`src/rtl/tp_scaler_pkg.sv`:
```
// Shared definitions for the tracklet product scaler.
// Holds the default word widths, the saturation bounds for the output
// word, and the packed payloads carried by the two pipeline stages.
package tp_scaler_pkg;

  localparam int PROD_W_DEF = 26;
  localparam int OUT_W_DEF  = 14;
  localparam int TAG_W_DEF  = 7;

  localparam int SAT_MAX = (2 ** (OUT_W_DEF - 1)) - 1;
  localparam int SAT_MIN = -(2 ** (OUT_W_DEF - 1));

  // Stage-1 payload: rounded product kept at PROD_W+1 bits so no
  // information from the widened rounding add is lost before saturation.
  typedef struct packed {
    logic signed [PROD_W_DEF:0] r;
    logic [TAG_W_DEF-1:0]       tag;
    logic                       last;
  } round_t;

  // Stage-2 payload: what the projection stage sees.
  typedef struct packed {
    logic signed [OUT_W_DEF-1:0] data;
    logic [TAG_W_DEF-1:0]        tag;
    logic                        last;
    logic                        sat;
    logic                        inrange;
  } stage_t;

endpackage

```
`src/rtl/tp_pipe_reg.sv`:
```
// One elastic register slice.
// Handshake: a word moves when valid and ready are both 1 in the same
// cycle; in_ready = !valid_q | out_ready, so the slice refills in the
// same cycle it drains and holds its word unchanged while stalled.
// Ports:
//   clk, rst             clock, synchronous active-high reset
//   in_valid/in_ready    upstream handshake, in_data payload
//   out_valid/out_ready  downstream handshake, out_data payload (registered)
module tp_pipe_reg #(
  parameter int W = 8
) (
  input  logic         clk,
  input  logic         rst,
  input  logic         in_valid,
  output logic         in_ready,
  input  logic [W-1:0] in_data,
  output logic         out_valid,
  input  logic         out_ready,
  output logic [W-1:0] out_data
);

  logic         valid_d, valid_q;
  logic [W-1:0] data_d, data_q;

  always_comb begin
    in_ready = !valid_q || out_ready;
    valid_d  = in_ready ? in_valid : valid_q;
    data_d   = (in_valid && in_ready) ? in_data : data_q;
  end

  always_ff @(posedge clk) begin
    if (rst) begin
      valid_q <= 1'b0;
      data_q  <= '0;
    end else begin
      valid_q <= valid_d;
      data_q  <= data_d;
    end
  end

  assign out_valid = valid_q;
  assign out_data  = data_q;

endmodule

```
`src/rtl/tp_product_scaler.sv`:
```
// Rounds, saturates and range-checks multiplier products.
// Stage 1 applies a round-half-up arithmetic right shift; stage 2 clamps
// to the signed OUT_W word, flags saturation and the acceptance window.
// A per-event counter tracks saturated output words and clears after the
// event's last word leaves; done pulses the cycle after that transfer.
// Ports:
//   ap_clk, ap_rst                      clock, synchronous active-high reset
//   in_valid/in_ready, in_prod/tag/last upstream word
//   out_valid/out_ready, out_*          downstream word and flags
//   sat_count, done                     per-event saturation count, end pulse
module tp_product_scaler
  import tp_scaler_pkg::*;
#(
  parameter int PROD_W = PROD_W_DEF,
  parameter int SHIFT  = 4,
  parameter int OUT_W  = OUT_W_DEF,
  parameter int LIMIT  = 4096,
  parameter int TAG_W  = TAG_W_DEF
) (
  input  logic              ap_clk,
  input  logic              ap_rst,
  input  logic              in_valid,
  output logic              in_ready,
  input  logic [PROD_W-1:0] in_prod,
  input  logic [TAG_W-1:0]  in_tag,
  input  logic              in_last,
  output logic              out_valid,
  input  logic              out_ready,
  output logic [OUT_W-1:0]  out_data,
  output logic [TAG_W-1:0]  out_tag,
  output logic              out_last,
  output logic              out_inrange,
  output logic              out_sat,
  output logic [15:0]       sat_count,
  output logic              done
);

  if (SHIFT < 1 || SHIFT > 12) begin : g_bad_shift
    $error("tp_product_scaler: SHIFT must be in 1..12");
  end
  // Stage payload structs are sized from the package defaults.
  if (PROD_W != PROD_W_DEF || OUT_W != OUT_W_DEF || TAG_W != TAG_W_DEF) begin : g_bad_width
    $error("tp_product_scaler: widths must match tp_scaler_pkg");
  end

  localparam logic signed [PROD_W:0] ROUND_C = (PROD_W + 1)'(2 ** (SHIFT - 1));

  logic signed [PROD_W:0]  rnd_sum;
  logic signed [PROD_W:0]  r1;
  logic signed [OUT_W-1:0] sat_data;
  round_t                  s1_in, s1_out;
  stage_t                  s2_in, s2_out;
  logic                    s1_valid, s2_ready, s2_valid;

  // Stage 1: sign-extend by one bit first so adding the half-LSB
  // constant cannot overflow at the top of the product range.
  always_comb begin
    rnd_sum    = $signed({in_prod[PROD_W-1], in_prod}) + ROUND_C;
    s1_in.r    = rnd_sum >>> SHIFT;
    s1_in.tag  = in_tag;
    s1_in.last = in_last;
  end

  tp_pipe_reg #(.W($bits(round_t))) u_s1 (
    .clk       (ap_clk),
    .rst       (ap_rst),
    .in_valid  (in_valid),
    .in_ready  (in_ready),
    .in_data   (s1_in),
    .out_valid (s1_valid),
    .out_ready (s2_ready),
    .out_data  (s1_out)
  );

  // Stage 2: clamp, then judge the window on the clamped value.
  always_comb begin
    r1 = s1_out.r;
    s2_in = '0;
    if (int'(r1) > SAT_MAX) begin
      sat_data  = OUT_W'(SAT_MAX);
      s2_in.sat = 1'b1;
    end else if (int'(r1) < SAT_MIN) begin
      sat_data  = OUT_W'(SAT_MIN);
      s2_in.sat = 1'b1;
    end else begin
      sat_data  = r1[OUT_W-1:0];
      s2_in.sat = 1'b0;
    end
    s2_in.data    = sat_data;
    s2_in.tag     = s1_out.tag;
    s2_in.last    = s1_out.last;
    s2_in.inrange = (int'(sat_data) >= -LIMIT) && (int'(sat_data) <= LIMIT);
  end

  tp_pipe_reg #(.W($bits(stage_t))) u_s2 (
    .clk       (ap_clk),
    .rst       (ap_rst),
    .in_valid  (s1_valid),
    .in_ready  (s2_ready),
    .in_data   (s2_in),
    .out_valid (s2_valid),
    .out_ready (out_ready),
    .out_data  (s2_out)
  );

  assign out_valid   = s2_valid;
  assign out_data    = s2_out.data;
  assign out_tag     = s2_out.tag;
  assign out_last    = s2_out.last;
  assign out_inrange = s2_out.inrange;
  assign out_sat     = s2_out.sat;

  logic        out_xfer;
  logic [15:0] sat_count_d, sat_count_q;
  logic        done_d, done_q;

  // The last word's own saturation is not counted: the event is over.
  always_comb begin
    out_xfer    = s2_valid && out_ready;
    done_d      = out_xfer && s2_out.last;
    sat_count_d = sat_count_q;
    if (out_xfer && s2_out.last) begin
      sat_count_d = '0;
    end else if (out_xfer && s2_out.sat && (sat_count_q != 16'hFFFF)) begin
      sat_count_d = sat_count_q + 16'd1;
    end
  end

  always_ff @(posedge ap_clk) begin
    if (ap_rst) begin
      sat_count_q <= '0;
      done_q      <= 1'b0;
    end else begin
      sat_count_q <= sat_count_d;
      done_q      <= done_d;
    end
  end

  assign sat_count = sat_count_q;
  assign done      = done_q;

endmodule

```
`config.mk`:
```
export PLATFORM = sky130hd
export DESIGN_NAME = tp_product_scaler
export DESIGN_NICKNAME = d
export VERILOG_FILES = /design/src/rtl/tp_scaler_pkg.sv /design/src/rtl/tp_pipe_reg.sv /design/src/rtl/tp_product_scaler.sv
export SDC_FILE = /design/constraint.sdc
export NUM_CORES = 1
export LEC_CHECK = 0
export CAP_MARGIN = 40
export CORE_ASPECT_RATIO = 0.8
export CORE_MARGIN = 5
export CORE_UTILIZATION = 54
export DETAILED_ROUTE_END_ITERATION = 10
export HOLD_SLACK_MARGIN = 0.08
export PLACE_DENSITY = 0.95
export SLEW_MARGIN = 5
export SYNTH_ARGS = -nofsm -noshare
export SYNTH_HDL_FRONTEND = slang
export SYNTH_SLANG_ARGS = --single-unit
```
`constraint.sdc`:
```
create_clock -name ap_clk -period 5.55 [get_ports ap_clk]
set_input_delay 1.11 -clock ap_clk [delete_from_list [all_inputs] [get_ports ap_clk]]
set_output_delay 1.11 -clock ap_clk [all_outputs]
set_load 0.005 [all_outputs]
```
After elaboration in Yosys (flattened, before gate mapping)
Cells that the tools add are included.
{"block": "totals", "regBits": 74, "out_inout_bits": 43, "word_cells": 29}
{"block": "op_classes", "n_addsub": 2, "magnitude_cmp": 4, "n_eq_ne": 1, "mux": 4, "reduce_logical": 12}
{"cell": "14-bit two-way mux", "count": 2}
{"cell": "26-bit by 5-bit adder with 27-bit output, second input constant", "count": 1}
{"cell": "23-bit by 14-bit > comparator with 1-bit output, second input constant", "count": 1}
{"cell": "23-bit by 14-bit less-than comparator with 1-bit output, second input constant", "count": 1}
{"cell": "16-bit by 1-bit adder with 16-bit output, second input constant", "count": 1}
{"cell": "16-bit != test, second input constant", "count": 1}
{"cell": "14-bit by 13-bit >= comparator with 1-bit output, second input constant", "count": 1}
{"cell": "14-bit less-or-equal comparator, second input constant", "count": 1}
{"cell": "1-bit logical AND", "count": 7}
{"cell": "1-bit zero test", "count": 2}
{"cell": "1-bit logical OR", "count": 2}
{"cell": "1-bit two-way mux", "count": 2}
{"cell": "2-bit OR reduction", "count": 1}

Logic depth before layout (Yosys ltp)
{"block": "logic_depth", "ltp_word": 5, "depth_mapped": 6, "mapped_depth_nobuf": 5}

Hierarchy
Synthesis repeated with hierarchy kept, for this count alone.
{"block": "hier_totals", "hier_cells": 469, "hier_area_um2": 4365.4}
{"module": "tp_pipe_reg (u_s1)", "n_inst": 1, "cells_per_inst": 164, "area_per_inst_um2": 1692.9}
{"module": "tp_product_scaler", "n_inst": 1, "cells_per_inst": 191, "area_per_inst_um2": 1485.2}
{"module": "tp_pipe_reg (u_s2)", "n_inst": 1, "cells_per_inst": 114, "area_per_inst_um2": 1187.4}

Worst setup path before layout
No wires, ideal clock.
{"block": "synth_timing", "path_kind": "input port to flip-flop", "from": "in in_prod[3]", "to": "reg u_s1.data_q[29], in the netlist u_s1.out_data[29]", "setup_ns": 0.074, "arrival_time_ns": 2.502, "required_time_ns": 5.476, "slack_ns": 2.974, "stages": 6, "n_path_buf": 1, "cell_sequence": "ha_1 nand2_1 or3_1 clkbuf_2 or4_1 a31oi_1"}
{"block": "synth_via", "elab_chain_len": 1}
{"item": "from (decl)", "line": "tp_product_scaler.sv:24", "source": "input logic [PROD_W-1:0] in_prod,"}
{"item": "26-bit by 5-bit adder with 27-bit output", "line": "tp_product_scaler.sv:58", "source": "rnd_sum = $signed({in_prod[PROD_W-1], in_prod}) + ROUND_C;"}
{"item": "to (signal assigned)", "line": "tp_pipe_reg.sv:37", "source": "data_q <= data_d;"}
{"item": "to (decl)", "line": "tp_pipe_reg.sv:23", "source": "logic [W-1:0] data_d, data_q;"}
Every way passes these cells.
A chain may end at the register's enable or synchronous reset.

Worst setup path in the final report
{"block": "layout_timing", "from": "in out_ready", "to": "out in_ready"}
{"block": "layout_via", "elab_chain_len": 2}
{"item": "from (decl)", "line": "tp_product_scaler.sv:28", "source": "input logic out_ready,"}
{"item": "1-bit logical OR (2 in a row)", "line": "tp_pipe_reg.sv:26", "source": "in_ready = !valid_q || out_ready;"}
{"item": "to (decl)", "line": "tp_product_scaler.sv:23", "source": "output logic in_ready,"}
Every way passes these cells.

==> results.json <==
{
  "syn_inst": 435,
  "vias_per_cell": 5.98,
  "hpwl_mm": 6.37,
  "fmax_ghz": 0.273,
  "slew_violations": 0,
  "final_antenna_net_count": 0,
  "post_cts_buffers": 0,
  "die_w_microns": 99.2,
  "synth_common_cells": "78 x nand2_1, 74 x dfxtp_1, 51 x a21oi_1, 33 x o21ai_0, 24 x clkbuf_1",
  "fin_crit_sh_pct": 66.1,
  "cts_tree": "done",
  "synth_nets": 475,
  "grt_overflow": 0,
  "path_clk_slew_ns": 0.08,
  "diodes": 0,
  "max-slew-margin-rel_pct": 46.9,
  "cp.arrival_ns": 2.56,
  "synth_most_common_cell": "nand2_1",
  "grt_max_degree": 42,
  "leakagePower_nw": 1.52,
  "p_total_w": 0.00118,
  "antenna_found_initial": 0,
  "worstPathCellList": "clkdlybuf4s50_1 -> nand3b_1 -> clkdlybuf4s50_1",
  "synthArstFlopShare_pct": 0,
  "initialDrtViolationCount": 257,
  "synthFlopType": "dfxtp_1",
  "grtUsageTotal_pct": 23.0,
  "synth_seq_cells": 74,
  "clk_latency_ns": 0.35,
  "wl_mm": 8.92,
  "fin_ws_ns": 1.88,
  "status": "finished clean",
  "gp_congestion": 0.882,
  "cts_buffers": 9,
  "worst_slew_pin_slew_ns": 0.797,
  "synth.area.top_cells": "dfxtp_1 43%, nand2_1 8.5%, a21oi_1 7.4%",
  "start_util_pct": 54.7,
  "ys_seq_area_share_pct": 43.1,
  "path_delay_family": "buffers and inverters",
  "wl_per_cell_microns": 15.1,
  "yosys.area.top_type": "dfxtp_1",
  "grt_pass1_wl_mm": 15.1,
  "crit_type": "in -> out",
  "ys_warn_count": 0,
  "synth_top_area_share_pct": 43.1,
  "critPathSlowestCell": "clkdlybuf4s50_1",
  "cts.path.max_buffers": 2,
  "ys_types": 45,
  "core-area_sq_um": 6280,
  "io_buffers": 77,
  "tns_ns": 0,
  "cp_slowest_stage_delay_ns": 0.57,
  "maxCapViolations": 0,
  "drtPass1Iterations": 5,
  "ios": 81,
  "worstSetupStartpointType": "input pin",
  "cts.sinks": 74,
  "die_height_microns": 81.4,
  "rsz0062_at_grt": "no",
  "synth_edf_count": 0,
  "drc": 0,
  "ir_drop_uv": 159,
  "skew_ns": 0.00943,
  "ctsHoldBuffers": 0,
  "crit_buf_inv": 2,
  "cts_max_level": 3,
  "finalSetupViolCount": 0,
  "die_area_sq_um": 8070,
  "ctsResizeCount": 0,
  "worstHoldPathType": "reg -> reg",
  "p_per_area_nw_per_um2": 265,
  "fin_crit_ns": 3.67,
  "cp-end-kind": "primary output",
  "hold_violations": 0,
  "nFillCells": 447,
  "vias": 3522,
  "dp_slack_ns": 1.94,
  "nNetsFinal": 540,
  "area_growth_syn_to_layout_pct": 29.9,
  "synth_area_sq_um": 3440,
  "rows": 26,
  "layout-drive-gt1-share_pct": 4.75,
  "grt_pass1_vias": 3199,
  "cpMostUsedCell": "clkdlybuf4s50_1",
  "syn_avg_cell_area_sq_um": 7.90,
  "crit_required_ns": 4.44,
  "clock-root-buffer": "clkbuf_8",
  "worst-path-max-fanout": 7
}
## path summary, 6_finish.rpt
path                              endpoint  cells past startpoint                           from  slack [ns]
min reg2reg  u_s2.out_data[3]$_SDFFE_PP0P_                      2  u_s1.out_data[1]$_SDFFE_PP0P_        0.45
max reg2reg      sat_count[8]$_SDFFE_PP0P_                      5      sat_count[0]$_SDFFE_PP0P_        3.50
max                               in_ready                      3                      out_ready        1.88
min          u_s2.out_data[3]$_SDFFE_PP0P_                      2  u_s1.out_data[1]$_SDFFE_PP0P_        0.45
## through the flow
stage / util (%) / hold slack [ns] / area [sq um] / cells
finish: 71.1 / 0.453 / 4470 / 589
detailed placement: 67.5 / 0.446 / 4240 / 573
CTS: 71.1 / 0.459 / 4470 / 589
global placement: 67.4 / 0.438 / 4230 / 572
global route: 71.1 / 0.482 / 4470 / 589
floorplan: - / 0.432 / 3440 / 435
## power by group
group,switching (W),internal [W],total [W]
sequential,0.0000207,0.000557,0.000578
combinational,0.0000683,0.0000670,0.000135
clock,0.000205,0.000266,0.000471
total,0.000294,0.000890,0.00118
## sequential cells by signal (all words and copies together) (netlist names)
| name | count |
|---|---|
| u_s1.out_data | 31 |
| u_s2.out_data | 24 |
| sat_count | 16 |
| done | 1 |
| u_s1.out_valid | 1 |
| u_s2.out_valid | 1 |
## worst reg2reg max path: cells and delay by family, from the launching register on
kind | cells | cell delay (ns)
adders and majority gates | 1 | 0.24
AOI/OAI and AO/OA | 1 | 0.15
and+or+nand+nor | 3 | 1.19
DFF | 1 | 0.39
## layout make-up
cell class | instances | area (sq um) | area share (%)
multi-input combinational | 326 | 1820 | 40.8
inverter | 8 | 30.0 | 0.672
clock inverter | 6 | 88.8 | 1.99
clock buffer | 10 | 138 | 3.08
tap | 84 | 105 | 2.35
sequential | 74 | 1480 | 33.2
timing repair buffer | 81 | 801 | 17.9
## cell usage in the layout, fill, tap and decap left out, types with 6 or more instances in the layout
cell              n
a211oi_1          7
a21oi_1          51
a31oi_1           8
and3_1            6
clkbuf_8         10
clkdlybuf4s50_1  77
dfxtp_1          74
inv_1             8
nand2_1          78
nand3_1          18
nand4_1          12
nor2_1           18
nor3_1           12
nor4_1           10
o21ai_0          33
o31ai_1           6
or4_1             9
xnor2_1          11
## metal layers
layer	routed length, microns	track usage (%)
met1	3820	29.1
met2	4360	39.6
met3	624	5.15
met4	106	6.55
met5	0	0
## kinds of logic (layout without fill, tap and decap cells)
kind of cell / Yosys count / after routing / share of synthesized area, %
and+or+nand+nor: 185 / 185 / 26.9
AOI/OAI and AO/OA: 122 / 122 / 21.0
DFF: 74 / 74 / 43.1
buffers and inverters: 35 / 105 / 3.89
xor gates and xnor gates: 14 / 14 / 3.57
muxes: 3 / 3 / 0.874
adders and majority gates: 2 / 2 / 0.728
Power figures use the tool's default switching activity.
